### src/rtl/hall_pkg.sv
// Shared sector encodings and sector-to-hall code table for the hall sensor emulator.
package hall_pkg;

    typedef enum logic [2:0] {
        SEC_0 = 3'd0,
        SEC_1 = 3'd1,
        SEC_2 = 3'd2,
        SEC_3 = 3'd3,
        SEC_4 = 3'd4,
        SEC_5 = 3'd5
    } sector_t;

    // {halla,hallb,hallc} per sector, sector 0 in the least significant slice.
    localparam logic [17:0] HALL_TABLE = {3'b001, 3'b011, 3'b010, 3'b110, 3'b100, 3'b101};
    localparam logic [2:0]  HALL_RESET = 3'b101;

    function automatic logic [2:0] hall_code(input sector_t s);
        logic [2:0] code;
        code = HALL_RESET;
        case (s)
            SEC_0:   code = HALL_TABLE[2:0];
            SEC_1:   code = HALL_TABLE[5:3];
            SEC_2:   code = HALL_TABLE[8:6];
            SEC_3:   code = HALL_TABLE[11:9];
            SEC_4:   code = HALL_TABLE[14:12];
            SEC_5:   code = HALL_TABLE[17:15];
            default: code = HALL_RESET;
        endcase
        return code;
    endfunction

    function automatic sector_t sector_step(input sector_t s, input logic rev);
        sector_t nxt;
        nxt = SEC_0;
        case (s)
            SEC_0:   nxt = rev ? SEC_5 : SEC_1;
            SEC_1:   nxt = rev ? SEC_0 : SEC_2;
            SEC_2:   nxt = rev ? SEC_1 : SEC_3;
            SEC_3:   nxt = rev ? SEC_2 : SEC_4;
            SEC_4:   nxt = rev ? SEC_3 : SEC_5;
            SEC_5:   nxt = rev ? SEC_4 : SEC_0;
            default: nxt = SEC_0;
        endcase
        return nxt;
    endfunction

endpackage

### src/rtl/hall_emu_timer.sv
// Step-period timer: shadow period, cycle counter and terminal-count strobe.
module hall_emu_timer
    import hall_pkg::*;
#(
    parameter int PERIOD_W = 16
) (
    input  logic                clock,
    input  logic                reset,
    input  logic                enable,
    input  logic [PERIOD_W-1:0] period,
    output logic                load,
    output logic                tc
);

    localparam logic [PERIOD_W-1:0] ONE = PERIOD_W'(1);

    logic [PERIOD_W-1:0] cnt;
    logic [PERIOD_W-1:0] per_sh;
    logic [PERIOD_W-1:0] act_per;
    logic                en_d;

    // A fresh enable or a stopped (zero) shadow makes the live period take effect this cycle.
    assign load    = enable && (!en_d || (per_sh == '0));
    assign act_per = load ? period : per_sh;
    assign tc      = enable && (act_per != '0) && (cnt == (act_per - ONE));

    always_ff @(posedge clock or negedge reset) begin
        if (!reset) begin
            cnt    <= '0;
            per_sh <= '0;
            en_d   <= 1'b0;
        end else begin
            en_d <= enable;
            if (!enable || (act_per == '0) || tc)
                cnt <= '0;
            else
                cnt <= cnt + ONE;
            if (load || tc)
                per_sh <= period;
        end
    end

endmodule

### src/rtl/hall_emulator.sv
// Hall sensor emulator: six-sector commutation with free-run timer and single-step.
// Optional signed position counter enabled by defining HALL_EMU_POS_EN.
module hall_emulator
    import hall_pkg::*;
#(
    parameter int PERIOD_W = 16,
    parameter int POS_W    = 16
) (
    input  logic                clock,
    input  logic                reset,
    input  logic                enable,
    input  logic                dir,
    input  logic [PERIOD_W-1:0] period,
    input  logic                step_req,
    output logic                halla,
    output logic                hallb,
    output logic                hallc,
    output logic [2:0]          sector,
`ifdef HALL_EMU_POS_EN
    output logic [POS_W-1:0]    position,
`endif
    output logic                step_pulse
);

    logic    load;
    logic    tc;
    logic    dir_sh;
    logic    step;
    logic    step_rev;
    sector_t sector_q;
    sector_t sector_nxt;

    hall_emu_timer #(
        .PERIOD_W (PERIOD_W)
    ) u_timer (
        .clock  (clock),
        .reset  (reset),
        .enable (enable),
        .period (period),
        .load   (load),
        .tc     (tc)
    );

    // Free-run steps use the shadowed direction; single steps use the live input.
    always_comb begin
        step       = 1'b0;
        step_rev   = dir;
        sector_nxt = sector_q;
        if (enable) begin
            step     = tc;
            step_rev = load ? dir : dir_sh;
        end else begin
            step     = step_req;
            step_rev = dir;
        end
        if (step)
            sector_nxt = sector_step(sector_q, step_rev);
    end

    always_ff @(posedge clock or negedge reset) begin
        if (!reset) begin
            sector_q              <= SEC_0;
            {halla, hallb, hallc} <= HALL_RESET;
            step_pulse            <= 1'b0;
            dir_sh                <= 1'b0;
        end else begin
            sector_q              <= sector_nxt;
            {halla, hallb, hallc} <= hall_code(sector_nxt);
            step_pulse            <= step;
            if (load || tc)
                dir_sh <= dir;
        end
    end

    assign sector = sector_q;

`ifdef HALL_EMU_POS_EN
    localparam logic [POS_W-1:0] POS_INC = POS_W'(1);
    localparam logic [POS_W-1:0] POS_DEC = {POS_W{1'b1}};

    always_ff @(posedge clock or negedge reset) begin
        if (!reset)
            position <= '0;
        else if (step)
            position <= position + (step_rev ? POS_DEC : POS_INC);
    end
`endif

endmodule

### config.mk
export PLATFORM = sky130hd
export DESIGN_NAME = hall_emulator
export DESIGN_NICKNAME = d
export VERILOG_FILES = /design/src/rtl/hall_pkg.sv /design/src/rtl/hall_emu_timer.sv /design/src/rtl/hall_emulator.sv
export SDC_FILE = /design/constraint.sdc
export NUM_CORES = 1
export LEC_CHECK = 0
export CAP_MARGIN = 40
export CORE_MARGIN = 8
export CORE_UTILIZATION = 60
export DETAILED_ROUTE_END_ITERATION = 12
export PLACE_DENSITY = 0.82
export SETUP_SLACK_MARGIN = 0.4
export SLEW_MARGIN = 0
export SYNTH_ARGS = -nofsm -noshare
export SYNTH_HDL_FRONTEND = slang
export SYNTH_HIERARCHICAL = 1
export SYNTH_SLANG_ARGS = --single-unit
### constraint.sdc
create_clock -name clock -period 17.9 [get_ports clock]
set_input_delay 3.58 -clock clock [delete_from_list [all_inputs] [get_ports clock]]
set_output_delay 3.58 -clock clock [all_outputs]
set_load 0.02 [all_outputs]
======== Yosys cells after proc, flatten, opt, wreduce, memory -nomap -nowiden ========
Cells that the tools add are included.
word-level totals
  input port bits ......................... 21
  output and inout bits ................... 7
  bits in registers ....................... 41
cells by class
  $add $sub $neg .......................... 2
  multiplexer cells ....................... 14
  reduce and logical (&&, ||, !) cells .... 13
  equality and inequality tests ........... 11
operator list
  kind                                                                   count
  16-bit logical NOT                                                     2
  16-bit 2-to-1 mux                                                      2
  3-bit one-hot mux with 6 select lines                                  1
  16-bit by 1-bit adder with 16-bit output (second input constant)       1
  16-bit == test                                                         1
  16-bit nonzero test                                                    1
  16-bit by 1-bit subtractor with 16-bit output (second input constant)  1
  3-bit 2-to-1 mux                                                       5
  3-bit one-hot mux with 5 select lines                                  1
  3-bit by 2-bit == test with 1-bit output (second input constant)       4
  3-bit == test (second input constant)                                  4
  3-bit by 1-bit == test with 1-bit output (second input constant)       2
  1-bit logical OR                                                       4
  2-bit 2-to-1 mux                                                       2
  1-bit logical AND                                                      3
  3-bit logical NOT                                                      1
  1-bit 2-to-1 mux                                                       3
  1-bit logical NOT                                                      2

======== Logic depth before layout (Yosys ltp) ========
  depth after elaboration ................. 11
  mapped depth ............................ 24
  mapped depth without buffers ............ 22

======== Cells and area by module ========
The synthesis kept the hierarchy.
modules (own cells, without submodules)
  module          sequential area each (um^2)  area each (um^2)  cells each  instances
  hall_emu_timer  825.8                        2,636.3           299         1
  hall_emulator   202.7                        573.0             59          1

======== Worst setup path after synthesis ========
No wires, ideal clock.
  path type ............................... input-to-reg
  start ................................... input enable
  end ..................................... register halla
  data arrival time ....................... 7.619 ns
  cell stages on the path ................. 20
  setup slack ............................. 10.189 ns
  library setup time ...................... 0.091 ns
  data required time ...................... 17.809 ns
  cell sequence ........................... nand2_4 -> inv_2 -> buf_4 -> mux2i_1 -> ha_1 -> or3b_2 -> nor3_1 -> xnor2_1 -> or3_1 -> o31ai_1 -> nand4_1 -> or4b_1 -> nor3_1 -> mux2i_2 -> inv_2 -> nand2_1 -> mux2i_1 -> o22a_1 -> ha_1 -> nand4b_1
on the way
  cells in the longest elaborated chain, start to end .. 9
  elaborated cells between the ends (all ways) .. 24
  those cells by class .................... add/sub: 1; eq/ne: 6; mux: 13; reduce/logical: 4
ends and longest elaborated chain
  element                                                                                      line                  RTL
  from (decl)                                                                                  hall_emulator.sv:11   input logic enable,
  1-bit logical AND (*)                                                                        hall_emu_timer.sv:23  assign load = enable && (!en_d || (per_sh == '0));
  via load                                                                                     hall_emulator.sv:25   logic load;
  16-bit 2-to-1 mux (*)                                                                        hall_emu_timer.sv:24  assign act_per = load ? period : per_sh;
  16-bit by 1-bit subtractor with 16-bit output / 16-bit nonzero test (equally long branches)  hall_emu_timer.sv:25  assign tc = enable && (act_per != '0) && (cnt == (act_per - ONE));
  16-bit == test / 1-bit logical AND (equally long branches)                                   hall_emu_timer.sv:25
  1-bit logical AND (*)                                                                        hall_emu_timer.sv:25
  via tc                                                                                       hall_emulator.sv:26   logic tc;
  1-bit 2-to-1 mux (*)                                                                         hall_emulator.sv:49   if (enable) begin
  via step                                                                                     hall_emulator.sv:28   logic step;
  3-bit 2-to-1 mux (*)                                                                         hall_emulator.sv:56   if (step)
  via sector_nxt[2]                                                                            hall_emulator.sv:31   sector_t sector_nxt;
  3-bit == test, or another cell as far along                                                  hall_pkg.sv:20        case (s)
  3-bit one-hot mux with 5 select lines (*)                                                    hall_pkg.sv:20
  to (signal assigned)                                                                         hall_emulator.sv:68   {halla, hallb, hallc} <= hall_code(sector_nxt);
  to (decl)                                                                                    hall_emulator.sv:15   output logic halla,
The timed path passes the listed nets; every way through them passes the cells marked *.
A chain may end at the register's enable or synchronous reset.

======== Worst setup path after layout ========
  start ................................... input enable
  end ..................................... register hallc
on the way
  cells in the longest elaborated chain, start to end .. 9
  elaborated cells between the ends (all ways) .. 24
  those cells by class .................... add/sub: 1; eq/ne: 6; mux: 13; reduce/logical: 4
ends and longest elaborated chain
  element                                                                                      line                  RTL
  1-bit logical AND (*)                                                                        hall_emu_timer.sv:23
  via load                                                                                     hall_emulator.sv:25
  16-bit 2-to-1 mux (*)                                                                        hall_emu_timer.sv:24
  16-bit by 1-bit subtractor with 16-bit output / 16-bit nonzero test (equally long branches)  hall_emu_timer.sv:25
  16-bit == test / 1-bit logical AND (equally long branches)                                   hall_emu_timer.sv:25
  1-bit logical AND (*)                                                                        hall_emu_timer.sv:25
  via tc                                                                                       hall_emulator.sv:26
  1-bit 2-to-1 mux (*)                                                                         hall_emulator.sv:49
  via step                                                                                     hall_emulator.sv:28
  3-bit 2-to-1 mux (*)                                                                         hall_emulator.sv:56
  via sector_nxt[2]                                                                            hall_emulator.sv:31
  3-bit == test, or another cell as far along                                                  hall_pkg.sv:20
  3-bit one-hot mux with 5 select lines (*)                                                    hall_pkg.sv:20
  to (signal assigned)                                                                         hall_emulator.sv:68
  to (decl)                                                                                    hall_emulator.sv:17   output logic hallc,
Marks and branches as above.

==> out/results.tsv <==
stage	metric	value	unit
cts	cts_made_buffers	5	
cts	clock_latency	0.30	ns
synthesis	yosysUniqueCellTypes	74	
synthesis	netlist_area	0.00321	mm²
setup_path	crit_fanout	26	
sta	whs	0.557	ns
cts	cts_resized	0	
setup_path	start_kind	input pin	
floorplanning	ios	28	
synthesis	synthArstFlopShare	100	%
drt	wl_per_cell	18.4	µm
cts	cts_root_buf	clkbuf_8	
drt	wl	8330	µm
sta	slew_violations	0	
setup_path	crit_path_end_kind	register	
cts	htree_levels	2	
drt	remaining_drc_errors	0	
setup_path	critPathKind	input pin to register	
finish	mostFrequentLayoutCells	dfrtp_1, nor2_1, clkdlybuf4s50_1	
floorplanning	dieArea	0.00795	mm²
synthesis	synthCells	358	
sta	period_minus_slack	8.70	ns
floorplanning	die_w	89.1	µm
sta	setup_violations	0	
sta	finalSetupTns	0	ns
global_route	grt_pass1_vias	2925	
synthesis	synth-seq-area-share	32.0	%
global_route	grt_max_degree	27	
drt	postRouteAntennaNets	0	
status	status	completed	
sta	period_share	48.6	%
floorplanning	dieHeight	89.1	µm
place	place.gp.congestion	0.912	
sta	worstMarginPinSlew	0.913	ns
run	cap_violations	0	
drt	drt_pass1_iterations	5	
finish	fill_cells	432	
sta	fmax	0.115	GHz
finish	areaGrowthSynthToFinish	13.3	%
synthesis	avgSynthCellArea	8.96	µm²
sta	skew	0.00698	ns
finish	mostFrequentLayoutCell	dfrtp_1	
synthesis	synth_ff_type	dfrtp_1	
floorplanning	core_area	0.00514	mm²
setup_path	cp_data_required_time	18.12	ns
sta	maxSlewHeadroom	38.6	%
cts	clockBufferDepth	2	
finish	fin_nets	409	
finish	diodes	0	
worst_hold_path	hold_path.class	register to register	
cts	cts_setup_buffers	0	
drt	drtIter0Drc	290	
finish	final_util	70.7	%
synthesis	synth-seq-cells	41	
global_route	grt_pass1_wl	14200	µm
floorplanning	rows	26	
sta	hold_viol_final	0	
cts	holdBufCountCts	0	
cts	cts.sinks	41	
place	portBuffers	27	
pwr	finalPower	308	µW
synthesis	synth_warnings	6	
synthesis	synth_nets	384	
synthesis	synth-edff-count	0	
drt	via_count	2963	
sta	rsz0062_at_grt	false	
global_route	overflow	0	
global_route	antenna_found_initial	0	
pwr	power_density	84.9	mW/mm²
floorplanning	initial_core_util	62.4	%
pwr	power.leakage	0.00142	µW
place	place.detailed.hpwl	6230	µm
drt	avgViaCountPerCell	6.53	
cts	path_clk_slew	0.08	ns
setup_path	crit_arrival	8.92	ns
global_route	grt_util_all_layers	22.7	%
cts	cts_tree	done	
pwr	vdd_drop_max	0.0938	mV
finish	drive_gt1_share	9.11	%
logic make-up after synthesis:
logic type,after synthesis,synth area share (%)
simple gates,149,25.0
compound gates,71,16.6
flops,41,32.0
xor+xnor,37,10.1
mux,31,11.0
buf+inv,24,3.27
fa+ha+maj,5,1.95
state kept, by name, summed over array words and instances, names as in the netlist:
signal and cells:
hallc 1, u_timer/en_d 1, halla 1, sector 3, dir_sh 1, u_timer/cnt 16
step_pulse 1, hallb 1, u_timer/per_sh 16
per-stage QoR:
step | instances | worst slack (ns) | instance area [µm²]
after floorplan | 358 | 10.19 | 3210
after global placement | 443 | 9.10 | 3510
after detailed placement | 446 | 8.94 | 3550
after CTS | 454 | 9.24 | 3630
after global routing | 454 | 8.73 | 3630
final | 454 | 9.20 | 3630
Yosys cell counts (all sizes together), types with 6 or more instances:
library cell  number  area [µm²]
dfrtp             39         976
nor2              39         149
nand2             21        86.3
xnor2             21         184
mux2              19         218
nand3             18        90.1
xor2              16         140
o21ai             13        65.1
a21oi             12        63.8
mux2i             12         136
inv               11        41.3
nor4              11        68.8
or3               10        62.6
nor3               9        45.0
clkbuf             8        30.0
or4                7        52.6
nand4              6        37.5
power breakdown:
group          internal, µW  switching [µW]
logic                  56.2            61.9
clock network          27.0            34.4
registers               107            21.6
total                   191             118
layout make-up:
cell class                      count  area, µm²  share of cell area, %
Multi-Input combinational cell    293       2080                   57.1
Clock inverter                      3       17.5                  0.482
Inverter                           11       41.3                   1.14
Clock buffer                        5       68.8                   1.89
Sequential cell                    41       1030                   28.3
Timing Repair Buffer               31        315                   8.67
Tap cell                           70       87.6                   2.41
final timing paths:
kind	startpoint	cells past startpoint	slack, ns	to
setup / recovery	enable	22	9.20	hallc
hold / removal	u_timer/cnt[14]	2	0.56	u_timer/cnt[14]
setup reg to reg	u_timer/per_sh[7]	22	11.37	hallc
hold reg to reg	u_timer/cnt[14]	2	0.56	u_timer/cnt[14]
max in group asynchronous	reset	2	14.14	halla
min in group asynchronous	reset	1	3.20	u_timer/per_sh[4]
worst max-delay path: stages:
cell and delay, ns:
clkdlybuf4s50_1 0.46, buf_4 0.29, nand2_4 0.17, inv_2 0.28, mux2i_1 0.37, ha_1 0.27, or3b_2 0.53, nor3_1 0.21
xnor2_1 0.09, or3_1 0.31, o31ai_1 0.08, nand4_1 0.11, or4b_1 0.62, nor3_1 0.31, mux2i_2 0.21, inv_2 0.17
nand2b_1 0.08, mux2i_1 0.17, o22a_1 0.18, ha_1 0.24, a21oi_1 0.15, a31oi_1 0.06
routing by layer:
metal / up-vias / share of wire, % / global-route usage (%)
met5: - / 0 / 0
met4: 0 / 2.4 / 8.01
met3: 28 / 7.1 / 4.14
met2: 138 / 47 / 37.7
met1: 1406 / 43 / 28.7
li1: 1391 / - / -
No activity file was read; power rests on OpenSTA's default activity.
